### src/rtl/afu_arb_pkg.sv
// Shared widths and mdata layout helpers for the SPL read-request arbiter.
package afu_arb_pkg;
   localparam int unsigned LINE_ADDR_W = 58;
   localparam int unsigned CACHE_WIDTH = 512;
   localparam int unsigned MDATA_MAX_W = 64;

   localparam int unsigned DEF_TAG_W   = 12;
   localparam int unsigned DEF_ID_W    = 1;
   localparam int unsigned DEF_MDATA_W = 14;

   // Field layout of mdata for the default two-requester, 12-bit-tag build.
   typedef struct packed {
      logic [DEF_MDATA_W-DEF_TAG_W-DEF_ID_W-1:0] pad;
      logic [DEF_ID_W-1:0]                       id;
      logic [DEF_TAG_W-1:0]                      tag;
   } arb_mdata_t;

   function automatic logic [MDATA_MAX_W-1:0] tag_mask(input int unsigned tag_w);
      return (MDATA_MAX_W'(1) << tag_w) - MDATA_MAX_W'(1);
   endfunction

   function automatic logic [MDATA_MAX_W-1:0] mdata_pack(input logic [MDATA_MAX_W-1:0] id,
                                                         input logic [MDATA_MAX_W-1:0] tag,
                                                         input int unsigned tag_w);
      return (id << tag_w) | (tag & tag_mask(tag_w));
   endfunction

   function automatic logic [MDATA_MAX_W-1:0] mdata_id(input logic [MDATA_MAX_W-1:0] md,
                                                       input int unsigned tag_w);
      return md >> tag_w;
   endfunction

   function automatic logic [MDATA_MAX_W-1:0] mdata_tag(input logic [MDATA_MAX_W-1:0] md,
                                                        input int unsigned tag_w);
      return md & tag_mask(tag_w);
   endfunction
endpackage

### src/rtl/rr_arbiter.sv
// Round-robin one-hot grant; the search starts at the pointer and wraps.
module rr_arbiter #(
   parameter int unsigned N = 2
) (
   input  logic         clk,
   input  logic         rst,
   input  logic [N-1:0] i_req,
   input  logic         i_advance,
   output logic [N-1:0] o_grant_c
);
   localparam int unsigned PTR_W = (N > 1) ? $clog2(N) : 1;

   logic [PTR_W-1:0] r_ptr;
   logic [PTR_W-1:0] w_ptr_nxt;
   logic [PTR_W-1:0] w_idx;

   // First requester at or above the pointer wins; pointer moves past the winner.
   always_comb begin
      o_grant_c = '0;
      w_ptr_nxt = r_ptr;
      w_idx     = '0;
      for (int unsigned k = 0; k < N; k++) begin
         w_idx = PTR_W'((32'(r_ptr) + k) % N);
         if ((o_grant_c == '0) && i_req[w_idx]) begin
            o_grant_c[w_idx] = 1'b1;
            w_ptr_nxt        = PTR_W'((32'(w_idx) + 1) % N);
         end
      end
   end

   always_ff @(posedge clk or posedge rst) begin
      if (rst)            r_ptr <= '0;
      else if (i_advance) r_ptr <= w_ptr_nxt;
   end
endmodule

### src/rtl/rd_req_arb.sv
// Shares the SPL read-request channel between NUM_REQ prefetchers, tags mdata
// with the requester id, steers responses back and enforces an outstanding cap.
module rd_req_arb
   import afu_arb_pkg::*;
#(
   parameter int unsigned NUM_REQ         = 2,
   parameter int unsigned TAG_WIDTH       = 12,
   parameter int unsigned MDATA_WIDTH     = 14,
   parameter int unsigned MAX_OUTSTANDING = 64
) (
   input  logic                               clk,
   input  logic                               resetb,
   input  logic                               enable,
   input  logic [NUM_REQ-1:0]                 req_valid,
   input  logic [NUM_REQ*LINE_ADDR_W-1:0]     req_addr,
   input  logic [NUM_REQ*TAG_WIDTH-1:0]       req_tag,
   output logic [NUM_REQ-1:0]                 req_ready,
   input  logic                               almostfull,
   output logic                               rd_valid,
   output logic [LINE_ADDR_W-1:0]             rd_addr,
   output logic [MDATA_WIDTH-1:0]             rd_mdata,
   input  logic                               rsp_valid,
   input  logic [MDATA_WIDTH-1:0]             rsp_mdata,
   input  logic [CACHE_WIDTH-1:0]             rsp_data,
   output logic [NUM_REQ-1:0]                 out_valid,
   output logic [TAG_WIDTH-1:0]               out_tag,
   output logic [CACHE_WIDTH-1:0]             out_data,
   output logic [$clog2(MAX_OUTSTANDING):0]   outstanding,
   output logic                               idle,
   output logic                               err
);
   localparam int unsigned ID_W  = $clog2(NUM_REQ);
   localparam int unsigned OUT_W = $clog2(MAX_OUTSTANDING) + 1;

   logic                   r_af_q;
   logic                   r_rd_valid;
   logic [LINE_ADDR_W-1:0] r_rd_addr;
   logic [MDATA_WIDTH-1:0] r_rd_mdata;
   logic [NUM_REQ-1:0]     r_out_valid;
   logic [TAG_WIDTH-1:0]   r_out_tag;
   logic [CACHE_WIDTH-1:0] r_out_data;
   logic [OUT_W-1:0]       r_outstanding;
   logic                   r_err;

   logic [NUM_REQ-1:0]     w_grant;
   logic                   w_can_issue;
   logic                   w_accept;
   logic [OUT_W:0]         w_inflight;
   logic [ID_W-1:0]        w_gidx;
   logic [LINE_ADDR_W-1:0] w_sel_addr;
   logic [TAG_WIDTH-1:0]   w_sel_tag;
   logic [ID_W-1:0]        w_rsp_id;
   logic [TAG_WIDTH-1:0]   w_rsp_tag;
   logic                   w_rsp_ok;
   logic [OUT_W-1:0]       w_out_nxt;
   logic                   w_err_set;

   // A read still sitting in the rd_valid stage counts against the cap.
   assign w_inflight  = (OUT_W+1)'(r_outstanding) + (OUT_W+1)'(r_rd_valid);
   assign w_can_issue = enable && !r_af_q && (w_inflight < (OUT_W+1)'(MAX_OUTSTANDING));
   assign req_ready   = w_can_issue ? w_grant : '0;
   assign w_accept    = |(req_valid & req_ready);

   rr_arbiter #(.N(NUM_REQ)) u_rr (
      .clk       (clk),
      .rst       (resetb),
      .i_req     (req_valid),
      .i_advance (w_accept),
      .o_grant_c (w_grant)
   );

   always_comb begin
      w_gidx     = '0;
      w_sel_addr = '0;
      w_sel_tag  = '0;
      for (int unsigned i = 0; i < NUM_REQ; i++) begin
         if (w_grant[i]) begin
            w_gidx     = ID_W'(i);
            w_sel_addr = req_addr[i*LINE_ADDR_W +: LINE_ADDR_W];
            w_sel_tag  = req_tag[i*TAG_WIDTH +: TAG_WIDTH];
         end
      end
   end

   assign w_rsp_id  = ID_W'(mdata_id(MDATA_MAX_W'(rsp_mdata), TAG_WIDTH));
   assign w_rsp_tag = TAG_WIDTH'(mdata_tag(MDATA_MAX_W'(rsp_mdata), TAG_WIDTH));
   assign w_rsp_ok  = (32'(w_rsp_id) < NUM_REQ);

   // Outstanding credit update; a response with nothing in flight is a protocol error.
   always_comb begin
      w_out_nxt = r_outstanding;
      w_err_set = rsp_valid && !w_rsp_ok;
      case ({r_rd_valid, rsp_valid})
         2'b10:   w_out_nxt = r_outstanding + OUT_W'(1);
         2'b01: begin
            if (r_outstanding == '0) w_err_set = 1'b1;
            else                     w_out_nxt = r_outstanding - OUT_W'(1);
         end
         default: w_out_nxt = r_outstanding;
      endcase
   end

   always_ff @(posedge clk or posedge resetb) begin
      if (resetb) begin
         r_af_q        <= 1'b1;
         r_rd_valid    <= 1'b0;
         r_rd_addr     <= '0;
         r_rd_mdata    <= '0;
         r_out_valid   <= '0;
         r_out_tag     <= '0;
         r_out_data    <= '0;
         r_outstanding <= '0;
         r_err         <= 1'b0;
      end else begin
         r_af_q        <= almostfull;
         r_rd_valid    <= w_accept;
         r_outstanding <= w_out_nxt;
         r_out_valid   <= '0;
         if (w_accept) begin
            r_rd_addr  <= w_sel_addr;
            r_rd_mdata <= MDATA_WIDTH'(mdata_pack(MDATA_MAX_W'(w_gidx),
                                                  MDATA_MAX_W'(w_sel_tag), TAG_WIDTH));
         end
         if (rsp_valid && w_rsp_ok) begin
            r_out_valid[w_rsp_id] <= 1'b1;
            r_out_tag             <= w_rsp_tag;
            r_out_data            <= rsp_data;
         end
         if (w_err_set) r_err <= 1'b1;
      end
   end

   assign rd_valid    = r_rd_valid;
   assign rd_addr     = r_rd_addr;
   assign rd_mdata    = r_rd_mdata;
   assign out_valid   = r_out_valid;
   assign out_tag     = r_out_tag;
   assign out_data    = r_out_data;
   assign outstanding = r_outstanding;
   assign err         = r_err;
   assign idle        = (r_outstanding == '0) && !r_rd_valid;
endmodule

### config.mk
export PLATFORM = sky130hd
export DESIGN_NAME = rd_req_arb
export DESIGN_NICKNAME = d
export VERILOG_FILES = /design/src/rtl/afu_arb_pkg.sv /design/src/rtl/rr_arbiter.sv /design/src/rtl/rd_req_arb.sv
export SDC_FILE = /design/constraint.sdc
export NUM_CORES = 1
export LEC_CHECK = 0
export BUFFER_PORTS_ARGS = -buffer_cell sky130_fd_sc_hd__buf_4
export CAP_MARGIN = 10
export CORE_AREA = 2 2 492 494
export DETAILED_ROUTE_END_ITERATION = 7
export DIE_AREA = 0 0 494 496
export HOLD_SLACK_MARGIN = 0.12
export PLACE_DENSITY = 0.3
export SYNTH_ARGS = -nofsm -noshare
export SYNTH_HDL_FRONTEND = slang
export SYNTH_SLANG_ARGS = --single-unit
### constraint.sdc
create_clock -name clk -period 20.4 [get_ports clk]
set_input_delay 1.02 -clock clk [delete_from_list [all_inputs] [get_ports clk]]
set_output_delay 1.02 -clock clk [all_outputs]
set_load 0.05 [all_outputs]
# After elaboration in Yosys (flattened, before gate mapping)
# Index checks and enable logic that the tools add are counted.
dict set report totals {
  output_inout_bits 610
  register_bits 609
  inputBits 673
  word_cells 69
}
dict set report op_classes {
  n_bitwise 3
  eq_ne 3
  order_cmp 7
  n_mux 25
  n_reduce_logical 16
  n_addsub 5
}
# op count
set ops {}
lappend ops {{$mux W58} 2}
lappend ops {{$mux W12} 2}
lappend ops {{$pmux W7 S2} 1}
lappend ops {{$or A13 B12 Y13} 1}
lappend ops {{$mux W1} 12}
lappend ops {{$add A7 B1 Y8} 1}
lappend ops {{$lt A8 B7 Y1 const B} 1}
lappend ops {{$mux W2} 4}
lappend ops {{$add A7 B1 Y7 const B} 1}
lappend ops {{$logic_and A1 B1 Y1} 7}
lappend ops {{$logic_not A7 Y1} 1}
lappend ops {{$mux W7} 1}
lappend ops {{$sub A7 B1 Y7 const B} 1}
lappend ops {{$lt A1 B2 Y1 const B} 3}
lappend ops {{$reduce_and A2 Y1} 2}
lappend ops {{$reduce_bool A2 Y1} 2}
lappend ops {{$demux W1 S1} 3}
lappend ops {{$ge A1 B1 Y1 const B} 3}
lappend ops {{$add A1 B1 Y1 const B} 2}
lappend ops {{$and A2 B2 Y2} 1}
lappend ops {{$eq A2 B1 Y1 const B} 1}
lappend ops {{$eq A2 B2 Y1 const B} 1}
lappend ops {{$logic_not A1 Y1} 2}
lappend ops {{$logic_not A2 Y1} 1}
lappend ops {{other kinds (3)} 3}

# Logic depth before layout (Yosys ltp)
# Gate-level depths: netlist of the first run.
dict set report logic_depth {
  word_depth 12
  ltp_mapped 9
  ltp_nobuf 8
}

# Cells and area by module
# A second synthesis of the first run with hierarchy kept.
dict set report unflattened {
  cells_unflattened 1500
  area_unflattened_um2 23232.3
}
# module n_inst area_per_inst_um2 seq_area_each_um2 cells_each
set modules_own_cells {}
lappend modules_own_cells {rd_req_arb 1 23173.5 15190.8 1493}
lappend modules_own_cells {rr_arbiter 1 58.8 25.0 7}

# Least setup slack after synthesis of the first run
# Ideal clock, no wire load.
dict set report synth_timing {
  path_kind {input-to-output}
  from {input port enable}
  to {output port req_ready[1]}
  path_buffers 1
  t_arrival_ns 2.179
  path_slack_ns 17.201
  required_time_ns 19.380
  cell_stages 4
  path_cell_list {nor3b_1 -> o21ai_1 -> buf_4 -> nor2b_1}
}
dict set report synth_between {
  elab_chain_len 3
}
# element line
set synth_lines {}
lappend synth_lines {{start: declaration} rd_req_arb.sv:13} ;# input logic enable,
lappend synth_lines {{$logic_and A1 B1 Y1 (2 in a row)} rd_req_arb.sv:60} ;# assign w_can_issue = enable && !r_af_q && (w_inflight < (OUT_W+1)'(MAX_OUTSTANDING));
lappend synth_lines {{$mux W2} rd_req_arb.sv:61} ;# assign req_ready = w_can_issue ? w_grant : '0;
lappend synth_lines {{end: declaration} rd_req_arb.sv:17} ;# output logic [NUM_REQ-1:0] req_ready,
# No other way between the ends.

# Final worst setup path of the first run
dict set report layout_timing {
  from {input port rsp_valid}
  to {register r_out_data[27], in the netlist out_data[27]}
}
# element line
set layout_rtl {}
lappend layout_rtl {{start: declaration} rd_req_arb.sv:22} ;# input logic rsp_valid,
lappend layout_rtl {{end signal: assignment} rd_req_arb.sv:127} ;# r_out_data <= rsp_data;
lappend layout_rtl {{end: declaration} rd_req_arb.sv:41} ;# logic [CACHE_WIDTH-1:0] r_out_data;
# No word-level cell between the ends.

==> results.toml, run 1 <==
[setup_path]
cp_max_fo = 62
worst_ep_arrival_time_ps = 4790
criticalPathCategory = "in2reg"
critPathLaunchType = "input pin"
cp.required_ps = 21000
regToRegSetupSlack_ps = 17510
crit_path_end_kind = "flip-flop"

[clocking]
cts_setup_buffers = 0
cts_inserted_buffers = 85
cts_sinks = 608
clk_pin_slew_ps = 60
ctsLongestPathBuffers = 3
cts_tree = "yes"
cts_resized = 0
cts-root-buf = "clkbuf_16"
clk_latency_ps = 700
hold_buffers = 0
htreeDepth = 3

[sta]
slew_headroom_pct = 28.97
hold_viol = 0
fmax_ghz = 0.2389
fin_crit_sh_pct = 20.52
setup_violations = 0
maxSlewViolCount = 0
fin_setup_tns_ps = 0
layout_min_cycle_time_ps = 4185
clock_skew_ps = 30.56
tightestPinTransition_ps = 1065
grt_setup_unrepaired = "no"

[floorplanning]
start_util_pct = 9.732
core_area_um2 = 239600
fp-row-count = 180
dieHeight_um = 496
die_w_um = 494
dieArea_um2 = 245000
pin_count = 1283

[hold_path]
hold_path_class = "in2async"

[drt]
routed_wl_mm = 137.3
firstDrtPassIters = 5
dr_total_vias = 18050
drtAntennaViolNets = 0
vias_per_cell = 2.967
routedWlPerCell_um = 22.57
initialDrtViolationCount = 539
drc_errors = 0

[synth]
asyncSetResetFlopFracSynth_pct = 100.0
yosysWarningCount = 0
synth_xor_area_share_pct = 0.1127
ys_seq_area_share_pct = 65.24
synth_top_flop_cell = "dfrtp_1"
synth_area_leaders = "dfrtp_1, mux2_2, a22oi_1"
syn_area_um2 = 23320
synth_edf_count = 0
post_synth_and_or_nand_nor_area_fraction_pct = 1.829
yosysMostFrequentCell = "dfrtp_1"
synthAdderAreaFrac_pct = 0.3541
ys_top_cells_by_count = "dfrtp_1, mux2_2, nand2_1"
synth-compound-area-share_pct = 4.635
syn_area_per_cell_um2 = 15.43
yosysTopAreaCell = "dfrtp_1"
yosysTopAreaCellShare_pct = 65.13
syn_nets = 2190
ys_seq_elements = 608
synth_cell_type_count = 45
synth_top_family_by_area = "multiplexers"
synthMuxAreaShare_pct = 25.45
synth_cells = 1511

[power]
p_per_area_nw_per_um2 = 115.2
p_switching_mw = 1.775
ir_drop_mv = 0.05118
comb_power_share_pct = 32.4
power.leakage_nw = 17.63
p_sw_share_pct = 38.93
internal-power_mw = 2.783
pwr-share-seq_pct = 33.1
clkPwrFrac_pct = 34.6

[placed_design]
dp.cells = 5907
place.gp.congestion = 0.8069
dp_hpwl_mm = 111.6
portBuffers = 1280

[global_route]
first_global_vias = 19110
track_usage_pct = 10.74
gr-usage-met2_pct = 19.28
busiest_layer = "met2"
grt_max_degree = 130
globalRouteMet1Util_pct = 10.94
gr-usage-met3_pct = 5.245
antenna_found_initial = 49
grt_overflow = 0
grt_pass1_wl_mm = 179.0

[run]
maxCapViolCount = 0

[status]
outcome = "completed"

[final_layout]
syn2layout_area_growth_pct = 69.62
fin_cells = 6083
drive_above_1_share_pct = 68.63
nNetsFinal = 3488
-- state kept, by name, summed over array words and instances (netlist names) --
name	cells
u_rr.r_ptr	1
outstanding	7
out_tag	12
rd_valid	1
r_af_q	1
out_data	512
rd_mdata	13
err	1
out_valid	2
rd_addr	58
-- metal layers --
metal	vias up	part of all wire (%)
li1	8034	-
met1	8949	35
met2	907	51
met3	153	11
met4	6	2.3
met5	-	0.025
-- final timing paths --
kind / start / end / depth (start not counted)
max: rsp_valid / out_data[27] / 6
min: resetb / out_data[491] / 2
max reg2reg: rd_valid / rd_mdata[4] / 7
min reg2reg: rd_addr[13] / rd_addr[13] / 2
max in group asynchronous: resetb / out_data[231] / 6
min in group clk: almostfull / r_af_q / 1
-- stage by stage --
step | util (%) | setup slack, ps | cell area [um2] | hold WS [ps] | total power [mW]
4_1_cts | 16.48 | 16130 | 39490 | 279.1 | 4.688
5_1_grt | 16.48 | 15960 | 39490 | 314.9 | 4.798
2_1_floorplan | - | 2360 | 23320 | 592.6 | 2.406
3_5_place_dp | 15.28 | 15310 | 36620 | 472.9 | 3.043
3_3_place_gp | 15.28 | 15270 | 36620 | 463.6 | 3.048
6_report | 16.51 | 16210 | 39560 | 326.6 | 4.558
-- worst max-delay path: stages --
cell and delay, ps:
buf_8 370, buf_4 650, buf_4 620, buf_4 640, buf_4 830, mux2_2 420
-- final cells by class --
| cell class | instances | area, um2 |
|---|---|---|
| Antenna cell | 26 | 65.06 |
| Clock buffer | 123 | 2481 |
| Clock inverter | 27 | 395.4 |
| Fill cell | 26740 | 200100 |
| Inverter | 8 | 37.54 |
| Multi-Input combinational cell | 804 | 7582 |
| Sequential cell | 608 | 15220 |
| Tap cell | 3185 | 3985 |
| Timing Repair Buffer | 1302 | 9794 |
-- power groups by stage --
| stage | Sequential [mW] | Combinational (mW) | Clock [mW] |
|---|---|---|---|
| 5_1_grt | 1.53 | 1.56 | 1.70 |
| 4_1_cts | 1.51 | 1.51 | 1.66 |
| 6_report | 1.51 | 1.48 | 1.57 |
| 2_1_floorplan | 2.12 | 0.283 | 0 |
| 3_5_place_dp | 1.53 | 1.52 | 0 |
| 3_3_place_gp | 1.52 | 1.52 | 0 |
-- cell families after synthesis --
logic type	count (synthesis)
adder cells (fa/ha/maj)	6
AO/OA/AOI/OAI	167
multiplexers	527
other	1
buffers and inverters	99
flip-flops	608
AND/OR/NAND/NOR	100
XOR/XNOR	3
-- placed cells by master, fill, tap and decap left out, types with 3 or more instances in the layout --
| cell type | instances |
|---|---|
| dfrtp_1 | 607 |
| mux2_2 | 524 |
| nand3_1 | 3 |
| nand2_1 | 77 |
| o21ai_1 | 33 |
| bufinv_16 | 7 |
| clkinvlp_4 | 3 |
| diode_2 | 26 |
| clkinv_2 | 10 |
| nor2b_1 | 5 |
| a21oi_1 | 3 |
| or2_2 | 3 |
| clkbuf_1 | 18 |
| a22oi_1 | 70 |
| clkbuf_8 | 19 |
| o21ai_0 | 45 |
| clkbuf_16 | 86 |
| buf_4 | 1300 |
| nor2_1 | 4 |
| ha_1 | 5 |
| inv_1 | 7 |
Note: power is estimated with default switching activity, not from simulation.
==> run 2, diff against run 1 <==
==> constraint.sdc (replaced) <==
create_clock -name clk -period 3.6 [get_ports clk]
set_input_delay 0.18 -clock clk [delete_from_list [all_inputs] [get_ports clk]]
set_output_delay 0.18 -clock clk [all_outputs]
set_load 0.05 [all_outputs]
==> run 2 against run 1 <==
  * Cell count is 12% higher
  * Non-clock buffer count increased by 731
  * Total power grew to 6.0 times the previous value
  * Sequential share of layout area is 6.2 points lower
  * Register-to-register slack worse by 17000 ps
  * Largest power group is now combinational cells
  * Clock-buffer cell count increased by 2
  * Critical endpoint is now req_ready[0]
  * Via count increased by 16%
  * Worst setup slack worse by 16000 ps
  * Core utilization grew 3.2 points
  * Die area unchanged
  * Wire length rose by 2.9%
==> results.toml, run 2 (synthesis gave the netlist of run 1 again) <==
[setup_path]
cp.required_ps = 3420
worst_ep_arrival_time_ps = 2900
cp_max_fo = 34
reg2reg_to = "rd_addr[53]"
critPathLaunch = "rd_valid"
crit_path_end_kind = "output port"
criticalPathCategory = "reg2out"
regToRegSetupSlack_ps = 550
reg2reg_depth = 6
critPathLaunchType = "flip-flop"
r2r-start = "rd_valid"

[floorplanning]
fp-row-count = 180
core_area_um2 = 239600
dieHeight_um = 496
dieArea_um2 = 245000
die_w_um = 494
pin_count = 1283
start_util_pct = 9.732

[clocking]
cts_inserted_buffers = 89
cts_sinks = 608
cts-root-buf = "clkbuf_16"
cts_resized = 0
htreeDepth = 3
cts_tree = "yes"
clk_latency_ps = 710
cts_setup_buffers = 0
clk_pin_slew_ps = 50
ctsLongestPathBuffers = 3
hold_buffers = 717

[final_layout]
nFillCells = 26270
final_cell_mix = "buf_4, dlygate4sd3_1, dfrtp_1"
final_common_cell = "buf_4"
largest_register_ffs = 512
nNetsFinal = 4223
fin_cells = 6813
final_core_util_pct = 19.67
drive_above_1_share_pct = 55.16
syn2layout_area_growth_pct = 102.2

[sta]
fin_crit_sh_pct = 85.46
whs_ps = 190.9
slew_headroom_pct = 28.83
layout_min_cycle_time_ps = 3077
grt_setup_unrepaired = "no"
tightestPinTransition_ps = 1067
setup_violations = 0
fmax_ghz = 0.3250
setup_slack_ps = 523.4
maxSlewViolCount = 0
clock_skew_ps = 26.64
hold_viol = 0

[run]
maxCapViolCount = 0

[power]
ir_drop_mv = 0.3272
p_per_area_nw_per_um2 = 582.8
totalPowerFinal_mw = 27.48
power.leakage_nw = 20.81

[status]
outcome = "completed"

[global_route]
grt_pass1_wl_mm = 189.5
grt_max_degree = 139
first_global_vias = 22920
antenna_found_initial = 65
track_usage_pct = 11.07
grt_overflow = 0

[drt]
drtAntennaViolNets = 0
firstDrtPassIters = 4
vias_per_cell = 3.075
dr_total_vias = 20950
drc_errors = 0
routedWlPerCell_um = 20.74
initialDrtViolationCount = 623
routed_wl_mm = 141.3

[placed_design]
place.gp.congestion = 0.8079
pre_cts_ws_ps = 853.0
portBuffers = 1280
dp_hpwl_mm = 113.2
dp.cells = 5921

[hold_path]
hold_path_class = "in2async"
[run 2: changes by cell type in the layout (fill, tap and decap cells not counted), sizes merged]
cell / before / now
clkbuf: 123 / 125
buf: 1302 / 1316
dlygate4sd3: 0 / 717
bufinv: 7 / 10
inv: 11 / 12
diode: 26 / 11
clkinvlp: 3 / 4
clkinv: 14 / 21
[run 2: through the flow]
step / cell area [um2] / TNS, ps
after floorplan: 23320 / -2961240
after global placement: 36850 / 0
after detailed placement: 36850 / 0
after CTS: 47120 / 0
after global routing: 47130 / 0
final: 47150 / 0
[run 2: worst max path at each step]
| stage | depth (start not counted) | to | slack [ps] |
|---|---|---|---|
| global placement | 6 | rd_addr[41] | 870 |
| global route | 5 | req_ready[0] | 170 |
| floorplan | 1 | err | -4870 |
| detailed placement | 6 | rd_addr[33] | 850 |
| CTS | 5 | req_ready[0] | 300 |
| finish | 5 | req_ready[0] | 520 |
[run 2: power by group]
part / leakage [nW] / switching [mW] / internal [mW]
Combinational: 12.1 / 6.03 / 3.52
Clock: 1.51 / 3.76 / 5.65
Sequential: 7.17 / 0.675 / 7.85
Total: 20.8 / 10.5 / 17.0
[run 2: worst max-delay path: stages (launching register included)]
cell and delay, ps:
dfrtp_1 580, nand4_1 230, o21ai_4 560, buf_4 460
nor2b_1 120, buf_4 210
[run 2: final cells by class]
type	instances	area (um2)	area share, %
Antenna cell	11	27.53	0.05838
Clock buffer	125	2525	5.355
Clock inverter	39	563.0	1.194
Inverter	8	33.78	0.07165
Multi-Input combinational cell	804	7582	16.08
Sequential cell	608	15220	32.27
Tap cell	3185	3985	8.453
Timing Repair Buffer	2033	17210	36.51
[run 2: routing by layer]
layer	global-route usage [%]	wire (um)	vias to the layer above
li1	-	-	9507
met1	11.88	52110	10200
met2	19.09	68980	986
met3	5.518	16110	238
met4	3.058	3953	26
met5	0	178	-
